File: src/rtl/rr_mux_feeder_if.sv
// Bundle of the two source streams and the registered {data, sel} output stream
// of rr_mux_feeder. The master modport is the feeder's view, slave is the environment's.
interface rr_mux_feeder_if #(
  parameter int WIDTH = 8
);
  logic [WIDTH-1:0] a_data;
  logic             a_valid;
  logic             a_ready;
  logic [WIDTH-1:0] b_data;
  logic             b_valid;
  logic             b_ready;
  logic [WIDTH-1:0] out_data;
  logic             out_sel;
  logic             out_valid;
  logic             out_ready;

  modport master (
    input  a_data, a_valid, b_data, b_valid, out_ready,
    output a_ready, b_ready, out_data, out_sel, out_valid
  );

  modport slave (
    output a_data, a_valid, b_data, b_valid, out_ready,
    input  a_ready, b_ready, out_data, out_sel, out_valid
  );
endinterface

File: src/rtl/rr_mux_feeder.sv
// Burst-limited round-robin arbiter between sources A and B feeding a registered
// {data, sel} word to a downstream 2:1 mux at up to one word per cycle.
module rr_mux_feeder #(
  parameter int WIDTH = 8,
  parameter int BURST = 4
) (
  input  logic           clk,
  input  logic           rst_n,
  rr_mux_feeder_if.master bus
);
  // Valid/ready: a word moves on any rising edge where valid && ready are both high;
  // ready never depends on data, and a source holds data/valid until accepted.

  typedef enum logic {
    SRC_A = 1'b0,
    SRC_B = 1'b1
  } src_e;

  localparam logic [3:0] BURST_MAX = 4'(BURST - 1);

  src_e             last_src_q, last_src_d;
  logic [3:0]       burst_cnt_q, burst_cnt_d;
  logic             started_q, started_d;
  logic [WIDTH-1:0] out_data_q, out_data_d;
  logic             out_sel_q, out_sel_d;
  logic             out_valid_q, out_valid_d;

  logic load_en;
  logic grant_vld;
  src_e grant_src;

  // Until the first grant after reset no burst is running, so contention goes to A.
  always_comb begin
    load_en   = !out_valid_q || bus.out_ready;
    grant_vld = 1'b0;
    grant_src = SRC_A;
    if (load_en) begin
      if (bus.a_valid && bus.b_valid) begin
        grant_vld = 1'b1;
        if (started_q && (burst_cnt_q < BURST_MAX)) begin
          grant_src = last_src_q;
        end else begin
          grant_src = (last_src_q == SRC_A) ? SRC_B : SRC_A;
        end
      end else if (bus.a_valid) begin
        grant_vld = 1'b1;
        grant_src = SRC_A;
      end else if (bus.b_valid) begin
        grant_vld = 1'b1;
        grant_src = SRC_B;
      end
    end
  end

  assign bus.a_ready = rst_n && grant_vld && (grant_src == SRC_A);
  assign bus.b_ready = rst_n && grant_vld && (grant_src == SRC_B);

  always_comb begin
    last_src_d  = last_src_q;
    burst_cnt_d = burst_cnt_q;
    started_d   = started_q;
    out_data_d  = out_data_q;
    out_sel_d   = out_sel_q;
    out_valid_d = out_valid_q;
    if (grant_vld) begin
      out_data_d  = (grant_src == SRC_B) ? bus.b_data : bus.a_data;
      out_sel_d   = (grant_src == SRC_B);
      out_valid_d = 1'b1;
      started_d   = 1'b1;
      if (grant_src == last_src_q) begin
        burst_cnt_d = (burst_cnt_q < BURST_MAX) ? burst_cnt_q + 4'd1 : burst_cnt_q;
      end else begin
        burst_cnt_d = 4'd0;
        last_src_d  = grant_src;
      end
    end else if (out_valid_q && bus.out_ready) begin
      out_valid_d = 1'b0;
    end
  end

  always_ff @(posedge clk or negedge rst_n) begin
    if (!rst_n) begin
      last_src_q  <= SRC_B;
      burst_cnt_q <= 4'd0;
      started_q   <= 1'b0;
      out_data_q  <= '0;
      out_sel_q   <= 1'b0;
      out_valid_q <= 1'b0;
    end else begin
      last_src_q  <= last_src_d;
      burst_cnt_q <= burst_cnt_d;
      started_q   <= started_d;
      out_data_q  <= out_data_d;
      out_sel_q   <= out_sel_d;
      out_valid_q <= out_valid_d;
    end
  end

  assign bus.out_data  = out_data_q;
  assign bus.out_sel   = out_sel_q;
  assign bus.out_valid = out_valid_q;
endmodule
File: src/flat_wrapper.sv
// flat-port wrapper written by rule: the top's interface ports become plain ports
module rr_mux_feeder_flat 
#(
  parameter int WIDTH = 8,
  parameter int BURST = 4
)
  (clk, rst_n, bus_a_data, bus_a_valid, bus_b_data, bus_b_valid, bus_out_ready, bus_a_ready, bus_b_ready, bus_out_data, bus_out_sel, bus_out_valid);
  rr_mux_feeder_if #(.WIDTH(WIDTH)) bus_i ();
  input  logic clk;
  input  logic rst_n;
  input wire logic [$bits(bus_i.a_data)-1:0] bus_a_data;
  input wire logic [$bits(bus_i.a_valid)-1:0] bus_a_valid;
  input wire logic [$bits(bus_i.b_data)-1:0] bus_b_data;
  input wire logic [$bits(bus_i.b_valid)-1:0] bus_b_valid;
  input wire logic [$bits(bus_i.out_ready)-1:0] bus_out_ready;
  output wire logic [$bits(bus_i.a_ready)-1:0] bus_a_ready;
  output wire logic [$bits(bus_i.b_ready)-1:0] bus_b_ready;
  output wire logic [$bits(bus_i.out_data)-1:0] bus_out_data;
  output wire logic [$bits(bus_i.out_sel)-1:0] bus_out_sel;
  output wire logic [$bits(bus_i.out_valid)-1:0] bus_out_valid;
  assign bus_i.a_data = bus_a_data;
  assign bus_i.a_valid = bus_a_valid;
  assign bus_i.b_data = bus_b_data;
  assign bus_i.b_valid = bus_b_valid;
  assign bus_i.out_ready = bus_out_ready;
  assign bus_a_ready = bus_i.a_ready;
  assign bus_b_ready = bus_i.b_ready;
  assign bus_out_data = bus_i.out_data;
  assign bus_out_sel = bus_i.out_sel;
  assign bus_out_valid = bus_i.out_valid;
  rr_mux_feeder #(.WIDTH(WIDTH), .BURST(BURST)) u_core (.clk(clk), .rst_n(rst_n), .bus(bus_i));
endmodule
File: config.mk
export PLATFORM = sky130hd
export DESIGN_NAME = rr_mux_feeder_flat
export DESIGN_NICKNAME = d
export VERILOG_FILES = /design/src/rtl/rr_mux_feeder_if.sv /design/src/rtl/rr_mux_feeder.sv /design/src/flat_wrapper.sv
export SDC_FILE = /design/constraint.sdc
export NUM_CORES = 1
export LEC_CHECK = 0
export CAP_MARGIN = 5
export CORE_MARGIN = 5
export CORE_UTILIZATION = 30
export DETAILED_ROUTE_END_ITERATION = 7
export HOLD_SLACK_MARGIN = 0.1
export PLACE_DENSITY = 0.7
export RECOVER_POWER = 25
export SLEW_MARGIN = 20
export SYNTH_ARGS = -nofsm -noshare
export SYNTH_HDL_FRONTEND = slang
export SYNTH_SLANG_ARGS = --single-unit
File: constraint.sdc
create_clock -name clk -period 1.8 [get_ports clk]
set_clock_uncertainty 0.2 [all_clocks]
set_input_delay 0.36 -clock clk [delete_from_list [all_inputs] [get_ports clk]]
set_output_delay 0.36 -clock clk [all_outputs]
set_load 0.03 [all_outputs]
==> out/results.ini, run 1 <==
[floorplan]
die_area_um2=3870
pin_count=33
initial_utilization_pct=30.4
die_y_um=62.2
std_cell_rows=19
fp.coreArea_um2=2690
dieWidth_um=62.2

[pwr]
power.total_mw=1.21
ir_drop_v=0.000405
power_density_nw_per_um2=869
p_leak_nw=0.616

[route]
post_drt_wl_per_cell_um=14.1
first_pass_iters=4
detail_route.vias_per_cell=5.03
vias=850
wl_um=2380
drc=0
drt_iter0_markers=28
ant_nets=0

[cts]
htreeDepth=1
clk_latency_ns=0.28
cts.sinks=16
cts_made_buffers=3
cts-root-buf=clkbuf_4
tritoncts=yes
clkSlewWorstSetupHoldPaths_ns=0.10
ctsLongestPathBuffers=2

[synth]
ys_top_cells_by_area=dfrtp_1 46%, a31oi_1 6.1%, nand4_1 6.1%
synth_edf_count=0
yosysUniqueCellTypes=25
syn_inst=84
seq_area_frac_synth_pct=49.2
yosysMostFrequentCell=dfrtp_1
async_flop_share_pct=100
synth_nets=106
netlist_area_um2=817
yosys_warnings=0
ys_ff_latch=16
synth_top_cells_by_count=15 x dfrtp_1, 13 x nor2_1, 8 x a31oi_1, 8 x nand4_1, 8 x o21ai_1
synth_top_area_share_pct=45.9
avgSynthCellArea_um2=9.73
ys_dominant_reg_cell=dfrtp_1
synth_top_cell_by_area=dfrtp_1

[worst_setup_path]
rr_worst_depth=8
crit_path_max_incr_delay_ns=0.42
cp_cell_sequence=ha_4 > nor4b_4 > mux2_4 > nor2_4 > nor2_4 > buf_6
crit_arrival_ns=1.79
crit_required_ns=1.24
crit_fanout=3
crit_top_cell=nor2_4
endpoint_kind=primary output
cp-start-kind=flop
crit_slowest_cell=dfrtp_1
crit_type=flop to primary output

[sta]
final_hold_viol_count=0
worst_slew_margin_rel_pct=43.0
drv_slew=0
tns_ns=-2.63
worst_slack_ns=-0.549
rsz0062_at_grt=yes
min_period_over_period_pct=130
setup_viol=12
period_needed_ns=2.35
max_freq_mhz=426
worst_slew_pin_slew_ns=0.855

[layout]
final_area_um2=1390
stdcell_count=169
final-seq-area_um2=402
nets=161
syn_to_final_growth_pct=70.3
postLayoutCoreUtil_pct=51.8
multi_input_area_um2=450
fillers=256
drive_gt1_share_pct=28.3
n_antenna_cell=0

[run_status]
violations=negative setup slack
status=complete, but fails checks

[global_route]
globalRouteOverflowTotal=0
grt_max_degree=18
antenna_found_initial=0
grt_pass1_vias=897
grt_pass1_wl_um=3920
grt_usage_pct=12.2

[flow_run]
cap_viol_max_count=0

[hold_path]
min_path_cells=1
min-delay-path-class=flop to flop

[placed_design]
place.gp.congestion=0.741
dpl.hpwl_um=1840
place_inst=162
place_area_um2=1320
port_buffers=32

## where the power goes
group / switching, mW / total (mW) / internal [mW] / leakage [nW]
Clock: 0.115 / 0.238 / 0.123 / 0.0210
Combinational: 0.259 / 0.509 / 0.251 / 0.410
Sequential: 0.0408 / 0.462 / 0.421 / 0.184
Total: 0.414 / 1.21 / 0.794 / 0.616
## layout by cell type (no fill, tap or decap)
master | netlist | final
nor2b_1 | 4 | 4
o21ai_0 | 1 | 1
o21ai_2 | 0 | 2
nand2b_1 | 2 | 2
nor3_4 | 0 | 1
nor4_2 | 1 | 1
a21oi_1 | 1 | 1
nor2_2 | 1 | 1
buf_6 | 0 | 2
dlygate4sd3_1 | 0 | 1
nor2_1 | 13 | 11
mux2_2 | 1 | 1
clkbuf_1 | 3 | 1
clkdlybuf4s50_1 | 0 | 19
ha_4 | 0 | 1
nand2_1 | 5 | 5
dfstp_2 | 1 | 1
nand4_1 | 8 | 8
dfrtp_1 | 15 | 15
nand2_2 | 1 | 1
clkbuf_8 | 0 | 1
buf_4 | 0 | 20
a31oi_1 | 8 | 8
nor2_4 | 0 | 2
or3_1 | 1 | 1
and2_1 | 1 | 1
nor4b_4 | 1 | 1
mux2i_1 | 2 | 2
clkbuf_4 | 0 | 3
dlygate4sd2_1 | 0 | 10
mux2_4 | 1 | 1
a21o_1 | 2 | 2
o21ai_1 | 8 | 6
a22o_1 | 1 | 1
## per-layer routing
layer  track usage, %  part of all wire, %  up-vias
met5                0                    0        -
met4             3.79                 0.46        0
met3             3.24                  5.0        4
met2             22.7                   54       25
met1             13.1                   41      403
li1                 -                    -      418
## sequential cells by signal, summed over array words and instances (netlist names)
register / cells
u_core.burst_cnt_q: 4
u_core.bus.out_data: 8
u_core.bus.out_sel: 1
u_core.bus.out_valid: 1
u_core.last_src_q: 1
u_core.started_q: 1
## worst max-delay path, delay by kind of cell (launching register included)
family / cells / cell delay (ns)
mux: 1 / 0.37
buf+inv: 1 / 0.13
fa+ha+maj: 1 / 0.18
simple gates: 3 / 0.41
flops: 1 / 0.42
## kinds of logic (layout without fill, tap and decap cells)
| family | Yosys count | in the layout | share of synthesized area, % |
|---|---|---|---|
| multiplexers | 4 | 4 | 5.67 |
| adder cells (fa/ha/maj) | 1 | 1 | 1.53 |
| buffers and inverters | 3 | 57 | 1.38 |
| flip-flops | 16 | 16 | 49.2 |
| AO/OA/AOI/OAI | 21 | 21 | 15.2 |
| AND/OR/NAND/NOR | 39 | 39 | 27.1 |
## metrics by stage
stage | setup WS, ns | hold slack (ns)
2_1_floorplan | -0.259 | -0.136
3_3_place_gp | -0.380 | 0.271
3_5_place_dp | -0.417 | 0.275
4_1_cts | -0.562 | 0.244
5_1_grt | -0.646 | 0.303
6_report | -0.549 | 0.282
## final cells by class
cell class,instances,share of cell area (%)
timing repair buffer,53,33.4
multi-input combinational,65,32.4
sequential,16,28.9
tap,31,2.79
clock buffer,4,2.61
## worst paths after layout
check | start | end | slack [ns]
setup reg to reg | u_core.burst_cnt_q[0]$_DFFE_PN0P_ | u_core.bus.out_sel$_DFFE_PN0P_ | -0.17
max in group asynchronous | rst_n | u_core.bus.out_data[0]$_DFFE_PN0P_ | 0.34
hold / removal | u_core.bus.out_sel$_DFFE_PN0P_ | u_core.bus.out_sel$_DFFE_PN0P_ | 0.28
min in group asynchronous | rst_n | u_core.bus.out_sel$_DFFE_PN0P_ | 0.54
setup / recovery | u_core.burst_cnt_q[0]$_DFFE_PN0P_ | bus_a_ready | -0.55
hold reg to reg | u_core.bus.out_sel$_DFFE_PN0P_ | u_core.bus.out_sel$_DFFE_PN0P_ | 0.28
## repair_timing
item	in CTS	in global routing
setup buffers	3	1
hold buffers	0	0
pin swaps	2	11
resized for setup	13	2
endpoints found under the setup margin	22	12
Note: power is estimated with default switching activity, not from simulation.
==> run 2, diff against run 1 <==
PLACE_DENSITY = 0.68   (was 0.7)
clock period = 2.2 ns   (was 1.8 ns; I/O delays follow)
==> run 2 against run 1 <==
Against the previous run: the flow still finishes with violations (negative setup slack); hold slack improved by 0.010 ns; register-to-register slack improved by 0.25 ns; non-clock buffer count decreased by 5; sequential cell count unchanged; via count decreased by 3.6%; critical path depth unchanged; wire length decreased by 2.8%; final cell count decreased by 3.0%; global-route usage decreased by 0.47 points; die area unchanged; critical path type unchanged.
==> out/results.ini, run 2 (synthesized netlist as in run 1, its figures left out) <==
[run_status]
status=complete, but fails checks
violations=negative setup slack

[global_route]
grt_pass1_wl_um=3760
met1_usage_pct=15.0
grt_max_degree=18
grt_pass1_vias=848
grtUsageMet2_pct=19.0
antenna_found_initial=0
globalRouteOverflowTotal=0
met3_usage_pct=3.06
grt_usage_pct=11.7
grt.busiest_layer=met2

[cts]
cts_made_buffers=3
clk_latency_ns=0.28
cts-root-buf=clkbuf_4
cts.sinks=16
ctsLongestPathBuffers=2
tritoncts=yes
htreeDepth=1
clkSlewWorstSetupHoldPaths_ns=0.10

[layout]
postLayoutCoreUtil_pct=49.8
n_antenna_cell=0
final_common_cell=clkdlybuf4s50_1
syn_to_final_growth_pct=63.7
nets=156
multi_input_area_um2=432
final_area_um2=1340
drive_gt1_share_pct=24.1
final-seq-area_um2=402
largest_reg_flops=8
final_cell_mix=29 x clkdlybuf4s50_1, 15 x buf_4, 15 x dfrtp_1
fillers=260

[route]
first_pass_iters=4
post_drt_wl_per_cell_um=14.1
vias=819
drc=0
drt_iter0_markers=22
wl_um=2320
ant_nets=0
detail_route.vias_per_cell=4.99

[sta]
worst_slew_pin_slew_ns=0.875
rsz0062_at_grt=yes
worst_slack_ns=-0.240
final_hold_viol_count=0
worst_slew_margin_rel_pct=41.7
setup_viol=2
max_freq_mhz=410
min_period_over_period_pct=111
drv_slew=0
period_needed_ns=2.44

[worst_setup_path]
crit_fanout=3
endpoint_kind=primary output
cp-start-kind=flop
crit_arrival_ns=1.80
r2r_setup_slack_ns=0.08
crit_slowest_cell=dfrtp_1
crit_path_max_incr_delay_ns=0.40
cp_cell_sequence=ha_2 > nor4b_4 > mux2_4 > nor2_4 > nor2_2 > buf_6
rr_worst_depth=6
crit_required_ns=1.56
worstReg2RegEnd=u_core.bus.out_data[3]$_DFFE_PN0P_
reg2reg_from=u_core.burst_cnt_q[1]$_DFFE_PN0P_
crit_type=flop to primary output

[placed_design]
port_buffers=32
place.gp.congestion=0.816
dpl.hpwl_um=1730
place_area_um2=1270
dpl_worst_slack_ns=-0.213

[floorplan]
pin_count=33
std_cell_rows=19
initial_utilization_pct=30.4
dieWidth_um=62.2
die_area_um2=3870
fp.coreArea_um2=2690
die_y_um=62.2

[hold_path]
min-delay-path-class=flop to flop
hp-start=u_core.bus.out_sel$_DFFE_PN0P_
min_path_cells=1
whs_endpoint=u_core.bus.out_sel$_DFFE_PN0P_

[pwr]
ir_drop_v=0.000449
power_switching_mw=0.335
switching_share_pct=34.5
pwr-share-comb_pct=44.5
pwr-share-clk_pct=17.0
power.total_mw=0.970
seq_power_share_pct=38.5
internal-power_mw=0.635
p_leak_nw=0.570
power_density_nw_per_um2=725

[flow_run]
cap_viol_max_count=0

==> run 2: changes by cell type in the layout (fill, tap and decap cells not counted), moves of 2 or more <==
cell	before	now
buf_4	20	15
o21ai_1	6	8
clkdlybuf4s50_1	19	29
dlygate4sd2_1	10	0
o21ai_2	2	0
==> run 2: power groups by stage <==
stage	logic (mW)	registers (mW)	clock network, mW
2_1_floorplan	0.153	0.435	0
3_3_place_gp	0.379	0.377	0
3_5_place_dp	0.389	0.379	0
4_1_cts	0.419	0.374	0.172
5_1_grt	0.461	0.380	0.189
6_report	0.432	0.374	0.165
==> run 2: cell type report <==
| type | instances | share of cell area, % |
|---|---|---|
| Tap cell | 31 | 2.90 |
| Sequential cell | 16 | 30.0 |
| Timing Repair Buffer | 48 | 32.8 |
| Clock buffer | 4 | 1.96 |
| Multi-Input combinational cell | 65 | 32.3 |
==> run 2: what timing repair did <==
item,CTS,global route
endpoints found under the setup margin,10,10
pin swaps,5,1
buffers inserted,2,1
resized for setup,6,0
hold endpoints to repair,0,0
hold buffers,0,0
==> run 2: worst max-delay path by stage <==
| stage | endpoint | startpoint | slack [ns] | cells past startpoint |
|---|---|---|---|---|
| floorplan | bus_b_ready | u_core.burst_cnt_q[0]$_DFFE_PN0P_ | -0.03 | 4 |
| global placement | bus_a_ready | bus_a_valid | -0.20 | 6 |
| detailed placement | bus_a_ready | bus_a_valid | -0.21 | 6 |
| CTS | bus_a_ready | u_core.burst_cnt_q[1]$_DFFE_PN0P_ | -0.31 | 6 |
| global route | bus_a_ready | u_core.burst_cnt_q[1]$_DFFE_PN0P_ | -0.33 | 6 |
| finish | bus_a_ready | u_core.burst_cnt_q[1]$_DFFE_PN0P_ | -0.24 | 6 |
==> run 2: per-layer routing <==
metal  routed length [um]  part of all wire (%)
met2                 1180                    51
met1                 1030                    44
met4                    8                  0.35
met5                    0                     0
met3                   98                   4.2
==> run 2: metrics by stage <==
step                      setup TNS [ns]  std cells  hold WS, ns
final                             -0.466        164        0.292
after global routing              -0.921        164        0.321
after CTS                         -0.613        163        0.301
after detailed placement           -1.14        157        0.278
after global placement            -0.649        157        0.270
after floorplan                  -0.0291         84      -0.0556
==> run 2: worst max-delay path, delay by kind of cell, from the launching register on <==
| kind | cells | cell delay (ns) |
|---|---|---|
| fa+ha+maj | 1 | 0.21 |
| flops | 1 | 0.40 |
| buf+inv | 1 | 0.13 |
| simple gates | 3 | 0.41 |
| mux | 1 | 0.37 |
==> run 3, diff against run 2 <==
CTS_CLUSTER_SIZE = 8   (was default)
==> results of run 3 <==
Same layout as run 2: the final DEF is identical, and so are final timing and power.
